==> config.mk <==
export PLATFORM = sky130hd
export DESIGN_NAME = sys_ctrl_rx_cmd_flat
export DESIGN_NICKNAME = d
export VERILOG_FILES = /design/src/rtl/sys_ctrl_rx_cmd_if.sv /design/src/rtl/sys_ctrl_rx_cmd.sv /design/src/flat_wrapper.sv
export SDC_FILE = /design/constraint.sdc
export NUM_CORES = 1
export LEC_CHECK = 0
export BUFFER_PORTS_ARGS = -buffer_cell sky130_fd_sc_hd__buf_2
export CAP_MARGIN = 15
export CORE_ASPECT_RATIO = 1.25
export CORE_MARGIN = 2
export CORE_UTILIZATION = 52
export DETAILED_ROUTE_END_ITERATION = 6
export PLACE_DENSITY = 0.82
export SYNTH_ARGS = -nofsm -noshare
export SYNTH_HDL_FRONTEND = slang
export SYNTH_SLANG_ARGS = --single-unit
==> constraint.sdc <==
create_clock -name i_clk -period 3.35 [get_ports i_clk]
set_input_delay 0.335 -clock i_clk [delete_from_list [all_inputs] [get_ports i_clk]]
set_output_delay 0.335 -clock i_clk [all_outputs]
set_load 0.02 [all_outputs]
==> src/rtl/sys_ctrl_rx_cmd_if.sv <==
// Bus between the UART-side command decoder and its neighbours.
// Carries UART RX bytes, register-file access and the UART TX handshake.
interface sys_ctrl_rx_cmd_if #(
  parameter int DATA_WIDTH = 8,
  parameter int ADDR_WIDTH = 4
);
  logic [DATA_WIDTH-1:0] i_rx_data;
  logic                  i_rx_valid;
  logic                  o_en_w;
  logic                  o_en_r;
  logic [ADDR_WIDTH-1:0] o_add;
  logic [DATA_WIDTH-1:0] o_wr_data;
  logic [DATA_WIDTH-1:0] i_rd_data;
  logic                  i_rd_valid;
  logic [DATA_WIDTH-1:0] o_tx_data;
  logic                  o_tx_valid;
  logic                  i_tx_ready;
  logic                  o_busy;
  logic                  o_drop;

  modport master (
    input  i_rx_data, i_rx_valid,
    input  i_rd_data, i_rd_valid,
    input  i_tx_ready,
    output o_en_w, o_en_r, o_add, o_wr_data,
    output o_tx_data, o_tx_valid,
    output o_busy, o_drop
  );

  modport slave (
    output i_rx_data, i_rx_valid,
    output i_rd_data, i_rd_valid,
    output i_tx_ready,
    input  o_en_w, o_en_r, o_add, o_wr_data,
    input  o_tx_data, o_tx_valid,
    input  o_busy, o_drop
  );
endinterface

==> src/rtl/sys_ctrl_rx_cmd.sv <==
// UART command decoder: frames AA,addr,data (write) / BB,addr (read).
// Ports: i_clk, i_rst (async low), bus (master). Opt: SYS_CTRL_TIMEOUT_EN.
module sys_ctrl_rx_cmd #(
  parameter int                    DATA_WIDTH     = 8,
  parameter int                    ADDR_WIDTH     = 4,
  parameter logic [DATA_WIDTH-1:0] CMD_WR         = 8'hAA,
  parameter logic [DATA_WIDTH-1:0] CMD_RD         = 8'hBB,
  parameter int                    TIMEOUT_CYCLES = 1024
) (
  input  logic              i_clk,
  input  logic              i_rst,
  sys_ctrl_rx_cmd_if.master bus
);

  typedef enum logic [2:0] {
    IDLE, WR_ADDR, WR_DATA, WR_EXEC,
    RD_ADDR, RD_EXEC, RD_WAIT, TX_SEND
  } state_t;

  state_t                state, state_n;
  logic [ADDR_WIDTH-1:0] addr, addr_n;
  logic [DATA_WIDTH-1:0] data, data_n;
  logic [DATA_WIDTH-1:0] tx_data_n;
  logic                  drop_n;
  logic                  tmo;

`ifdef SYS_CTRL_TIMEOUT_EN
  localparam int CW = $clog2(TIMEOUT_CYCLES);
  logic [CW-1:0] cnt;
  logic          waiting;

  assign waiting = (state == WR_ADDR) ||
                   (state == WR_DATA) ||
                   (state == RD_ADDR);
  assign tmo = waiting && !bus.i_rx_valid &&
               (cnt == CW'(TIMEOUT_CYCLES - 1));

  always_ff @(posedge i_clk or negedge i_rst) begin
    if (!i_rst) begin
      cnt <= '0;
    end else if (!waiting || bus.i_rx_valid || tmo) begin
      cnt <= '0;
    end else begin
      cnt <= cnt + 1'b1;
    end
  end
`else
  localparam int unused_timeout = TIMEOUT_CYCLES;
  assign tmo = 1'b0;
`endif

  always_ff @(posedge i_clk or negedge i_rst) begin
    if (!i_rst) begin
      state <= IDLE;
      addr  <= '0;
      data  <= '0;
    end else begin
      state <= state_n;
      addr  <= addr_n;
      data  <= data_n;
    end
  end

  always_comb begin
    state_n   = state;
    addr_n    = addr;
    data_n    = data;
    tx_data_n = bus.o_tx_data;
    drop_n    = 1'b0;
    unique case (state)
      IDLE: begin
        if (bus.i_rx_valid) begin
          unique case (1'b1)
            bus.i_rx_data == CMD_WR: state_n = WR_ADDR;
            bus.i_rx_data == CMD_RD: state_n = RD_ADDR;
            default:                 drop_n  = 1'b1;
          endcase
        end
      end
      WR_ADDR: begin
        if (bus.i_rx_valid) begin
          addr_n  = bus.i_rx_data[ADDR_WIDTH-1:0];
          state_n = WR_DATA;
        end else if (tmo) begin
          state_n = IDLE;
          drop_n  = 1'b1;
        end
      end
      WR_DATA: begin
        if (bus.i_rx_valid) begin
          data_n  = bus.i_rx_data;
          state_n = WR_EXEC;
        end else if (tmo) begin
          state_n = IDLE;
          drop_n  = 1'b1;
        end
      end
      RD_ADDR: begin
        if (bus.i_rx_valid) begin
          addr_n  = bus.i_rx_data[ADDR_WIDTH-1:0];
          state_n = RD_EXEC;
        end else if (tmo) begin
          state_n = IDLE;
          drop_n  = 1'b1;
        end
      end
      WR_EXEC: begin
        state_n = IDLE;
        drop_n  = bus.i_rx_valid;
      end
      RD_EXEC: begin
        state_n = RD_WAIT;
        drop_n  = bus.i_rx_valid;
      end
      RD_WAIT: begin
        drop_n = bus.i_rx_valid;
        if (bus.i_rd_valid) begin
          tx_data_n = bus.i_rd_data;
          state_n   = TX_SEND;
        end
      end
      TX_SEND: begin
        drop_n = bus.i_rx_valid;
        if (bus.i_tx_ready) begin
          state_n = IDLE;
        end
      end
      default: state_n = IDLE;
    endcase
  end

  // Outputs are decoded from the next state so they line up with it.
  always_ff @(posedge i_clk or negedge i_rst) begin
    if (!i_rst) begin
      bus.o_en_w     <= 1'b0;
      bus.o_en_r     <= 1'b0;
      bus.o_add      <= '0;
      bus.o_wr_data  <= '0;
      bus.o_tx_data  <= '0;
      bus.o_tx_valid <= 1'b0;
      bus.o_busy     <= 1'b0;
      bus.o_drop     <= 1'b0;
    end else begin
      bus.o_en_w     <= (state_n == WR_EXEC);
      bus.o_en_r     <= (state_n == RD_EXEC);
      bus.o_tx_data  <= tx_data_n;
      bus.o_tx_valid <= (state_n == TX_SEND);
      bus.o_busy     <= (state_n != IDLE);
      bus.o_drop     <= drop_n;
      if (state_n == WR_EXEC) begin
        bus.o_add     <= addr_n;
        bus.o_wr_data <= data_n;
      end
      if (state_n == RD_EXEC) begin
        bus.o_add <= addr_n;
      end
    end
  end

endmodule

==> src/flat_wrapper.sv <==
// flat-port wrapper written by rule: the top's interface ports become plain ports
module sys_ctrl_rx_cmd_flat 
#(
  parameter int                    DATA_WIDTH     = 8,
  parameter int                    ADDR_WIDTH     = 4,
  parameter logic [DATA_WIDTH-1:0] CMD_WR         = 8'hAA,
  parameter logic [DATA_WIDTH-1:0] CMD_RD         = 8'hBB,
  parameter int                    TIMEOUT_CYCLES = 1024
)
  (i_clk, i_rst, bus_i_rx_data, bus_i_rx_valid, bus_i_rd_data, bus_i_rd_valid, bus_i_tx_ready, bus_o_en_w, bus_o_en_r, bus_o_add, bus_o_wr_data, bus_o_tx_data, bus_o_tx_valid, bus_o_busy, bus_o_drop);
  sys_ctrl_rx_cmd_if #(.DATA_WIDTH(DATA_WIDTH), .ADDR_WIDTH(ADDR_WIDTH)) bus_i ();
  input  logic i_clk;
  input  logic i_rst;
  input wire logic [$bits(bus_i.i_rx_data)-1:0] bus_i_rx_data;
  input wire logic [$bits(bus_i.i_rx_valid)-1:0] bus_i_rx_valid;
  input wire logic [$bits(bus_i.i_rd_data)-1:0] bus_i_rd_data;
  input wire logic [$bits(bus_i.i_rd_valid)-1:0] bus_i_rd_valid;
  input wire logic [$bits(bus_i.i_tx_ready)-1:0] bus_i_tx_ready;
  output wire logic [$bits(bus_i.o_en_w)-1:0] bus_o_en_w;
  output wire logic [$bits(bus_i.o_en_r)-1:0] bus_o_en_r;
  output wire logic [$bits(bus_i.o_add)-1:0] bus_o_add;
  output wire logic [$bits(bus_i.o_wr_data)-1:0] bus_o_wr_data;
  output wire logic [$bits(bus_i.o_tx_data)-1:0] bus_o_tx_data;
  output wire logic [$bits(bus_i.o_tx_valid)-1:0] bus_o_tx_valid;
  output wire logic [$bits(bus_i.o_busy)-1:0] bus_o_busy;
  output wire logic [$bits(bus_i.o_drop)-1:0] bus_o_drop;
  assign bus_i.i_rx_data = bus_i_rx_data;
  assign bus_i.i_rx_valid = bus_i_rx_valid;
  assign bus_i.i_rd_data = bus_i_rd_data;
  assign bus_i.i_rd_valid = bus_i_rd_valid;
  assign bus_i.i_tx_ready = bus_i_tx_ready;
  assign bus_o_en_w = bus_i.o_en_w;
  assign bus_o_en_r = bus_i.o_en_r;
  assign bus_o_add = bus_i.o_add;
  assign bus_o_wr_data = bus_i.o_wr_data;
  assign bus_o_tx_data = bus_i.o_tx_data;
  assign bus_o_tx_valid = bus_i.o_tx_valid;
  assign bus_o_busy = bus_i.o_busy;
  assign bus_o_drop = bus_i.o_drop;
  sys_ctrl_rx_cmd #(.DATA_WIDTH(DATA_WIDTH), .ADDR_WIDTH(ADDR_WIDTH), .CMD_WR(CMD_WR), .CMD_RD(CMD_RD), .TIMEOUT_CYCLES(TIMEOUT_CYCLES)) u_core (.i_clk(i_clk), .i_rst(i_rst), .bus(bus_i));
endmodule
==> results.md <==
* Max IR drop VDD at 0.000518 V
* Die Wd at 50.0 um
* Resized cells post-CTS at 0
* Synthesized area per cell at 11.9 sq um
* Clk_skew at 0.00643 ns
* Crit path max fanout at 11
* Crit end category: flop
* Count of cell types in the netlist at 31
* Total GRT Usage at 19.3%
* WP data required at 3.58 ns
* Nets at 182
* Number of port buffers at 45
* Final Hold Viols at 0
* Seq/Total Area, Yosys at 58.3%
* Largest net degree at the start of global routing at 33
* First-pass GRT wire length at 4.16 mm
* Setup CP Type: flop to flop
* CTS max path bufs at 2
* Inserted Clock Buffers at 5
* H-tree Lvls at 2
* Mapped Nets at 136
* Max-cap viol count at 0
* Min Tclk post-route at 1.75 ns
* Fill cells at 182
* Total gr overflow at 0
* WL per Instance at 13.4 um
* Routability congestion estimate at 0.851
* Row count at 20
* Final setup vio count at 0
* Final antenna-violating net count at 0
* Hold-fix buffer count after cts at 0
* Status: complete, no violations
* Number of synthesized register bits at 32
* Synth Instances at 115
* Sink Count at 32
* Slew @ Worst Pin at 0.689 ns
* Clk pin slew, worst setup/hold paths at 0.10 ns
* Leakage at 0.889 nW
* Initial DRC count at 19
* Worst-skew pair later-pin latency at 0.33 ns
* Sum Neg Setup Slack at 0 ns
* Vias post-DR at 986
* DP HPWL at 1.98 mm
* Period utilization at 52.2%
* Vias in the first global route at 906
* Design area at 1670 sq um
* Placed cell area at 1610 sq um
* Hold Path Class: input port to asynchronous set/reset pin
* Drt pass-1 iters at 4
* Clock root buffer: clkbuf_4
* CP arrival at 1.98 ns
* Vias/cell at 5.06
* Worst Setup Start Kind: flop
* Cell Area, Synth at 1370 sq um
* Core ar. at 2480 sq um
* Die ar. at 3070 sq um
* Share of cells above drive strength 1 at 38.3%
* Initial Utilization at 55.5%
* Worst Hold Slack at 0.0305 ns
* Final Power at 0.00141 W
* Highest Clock Rate at 571 MHz
* Pwr/cell area at 843 nW/um^2
* Slew HR at 54.1%
* Fin. max-slew vios at 0
* Setup Fix Bufs, Post-CTS at 0
* Area grow syn2layout at 21.4%
* CTS tree: yes
* Setup repair after global routing missed its margin: false
* Diodes inserted at 0
* DRC viols at 0
* Finished Core Util at 67.3%
* DIE HEIGHT at 61.5 um
* Drt total wl at 2.61 mm
* Initial antenna violation count at 0
* Ys Warns at 0
* Ports at 46
[state kept, by name (all words and copies together) (netlist names)]
| name | flops |
|---|---|
| u_core.state | 3 |
| u_core.bus.o_en_w | 1 |
| u_core.bus.o_add | 4 |
| u_core.bus.o_busy | 1 |
| u_core.bus.o_en_r | 1 |
| u_core.bus.o_tx_data | 8 |
| u_core.addr | 4 |
| u_core.bus.o_drop | 1 |
| u_core.bus.o_tx_valid | 1 |
| u_core.bus.o_wr_data | 8 |
[path summary, 6_finish.rpt]
check                                                          from                                  end  slack [ns]  cells after the start
min in group i_clk                                 bus_i_rd_data[5]  u_core.bus.o_tx_data[5]$_DFFE_PN0P_        0.21                      2
max in group asynchronous                                     i_rst  u_core.bus.o_tx_data[3]$_DFFE_PN0P_        2.87                      1
worst max-delay path                      u_core.state[2]$_DFF_PN0_      u_core.bus.o_add[1]$_DFFE_PN0P_        1.60                      4
worst min register to register  u_core.bus.o_wr_data[7]$_DFFE_PN0N_  u_core.bus.o_wr_data[7]$_DFFE_PN0N_        0.48                      2
worst max register to register            u_core.state[2]$_DFF_PN0_      u_core.bus.o_add[1]$_DFFE_PN0P_        1.60                      4
worst min-delay path                                          i_rst  u_core.bus.o_tx_data[7]$_DFFE_PN0P_        0.03                      1
[cell type report]
cell class,instances,area (sq um),area share (%)
clock buffers,8,58.8,3.53
inverters,2,7.51,0.450
multi-input cells,75,534,32.0
flip-flops and latches,32,801,48.0
well taps,33,41.3,2.48
repair buffers,45,225,13.5
[routing by layer]
metal	global-route usage, %	wire (um)	vias to the layer above
met4	10.7	46	0
met2	31.4	1240	43
met1	22.0	1130	461
met5	0	0	-
met3	7.77	189	6
li1	-	-	476
[metrics by stage]
stage,worst slack (ns),cells
final,1.60,195
after global routing,1.53,195
after CTS,1.60,195
after detailed placement,1.60,187
after global placement,1.66,187
after floorplan,1.71,115
[critical path, stage by stage (launching register included)]
cell     delay (ns)
dfrtp_1        0.50
xnor2_1        0.18
or3_4          0.38
mux2_4         0.32
mux2_4         0.26
[layout by cell type (no fill, tap or decap), types with 3 or more instances in the layout]
cell | synthesis | final
buf_2 | 4 | 45
clkbuf_4 | 0 | 5
dfrtp_1 | 32 | 32
mux2_1 | 8 | 8
mux2_4 | 8 | 8
nand2_1 | 27 | 27
nand2b_1 | 4 | 4
nor2_1 | 3 | 3
or2_1 | 3 | 3
[synthesized netlist by cell type]
library cell   n  area share [%]
nand2_1       27             7.4
or2_1          3             1.4
and2_1         1            0.46
o31a_1         1            0.64
xor2_1         1            0.64
a211o_1        1            0.64
o32a_1         1            0.73
nor3_1         2            0.73
o21ai_0        1            0.36
o221a_2        1            0.82
a21oi_1        2            0.73
mux2_1         8             6.6
a21boi_0       1            0.55
nand2b_1       4             1.8
mux2_4         8             8.7
or3b_1         1            0.64
xnor2_1        2             1.3
inv_2          1            0.27
or3_1          1            0.46
buf_4          1            0.55
buf_2          4             1.5
or3_4          1            0.82
dfrtp_1       32              58
inv_1          1            0.27
nor2_1         3            0.82
a31oi_1        1            0.46
a22o_1         1            0.64
nor4b_1        1            0.64
clkbuf_1       1            0.27
nand4b_1       1            0.64
nand3_1        1            0.36
[cell families (layout without fill, tap and decap cells)]
logic type | count (synthesis) | in the layout | synth area share, %
AO/OA/AOI/OAI | 10 | 10 | 5.56
XOR/XNOR | 3 | 3 | 1.91
flip-flops | 32 | 32 | 58.3
AND/OR/NAND/NOR | 46 | 46 | 16.1
multiplexers | 16 | 16 | 15.3
buffers and inverters | 8 | 55 | 2.82
[report_power, final]
group | leakage [nW] | internal [W] | switching (W)
logic | 0.453 | 0.000257 | 0.000303
registers | 0.403 | 0.000527 | 0.0000943
clock network | 0.0326 | 0.000103 | 0.000122
total | 0.889 | 0.000887 | 0.000519
Power figures use the tool's default switching activity.
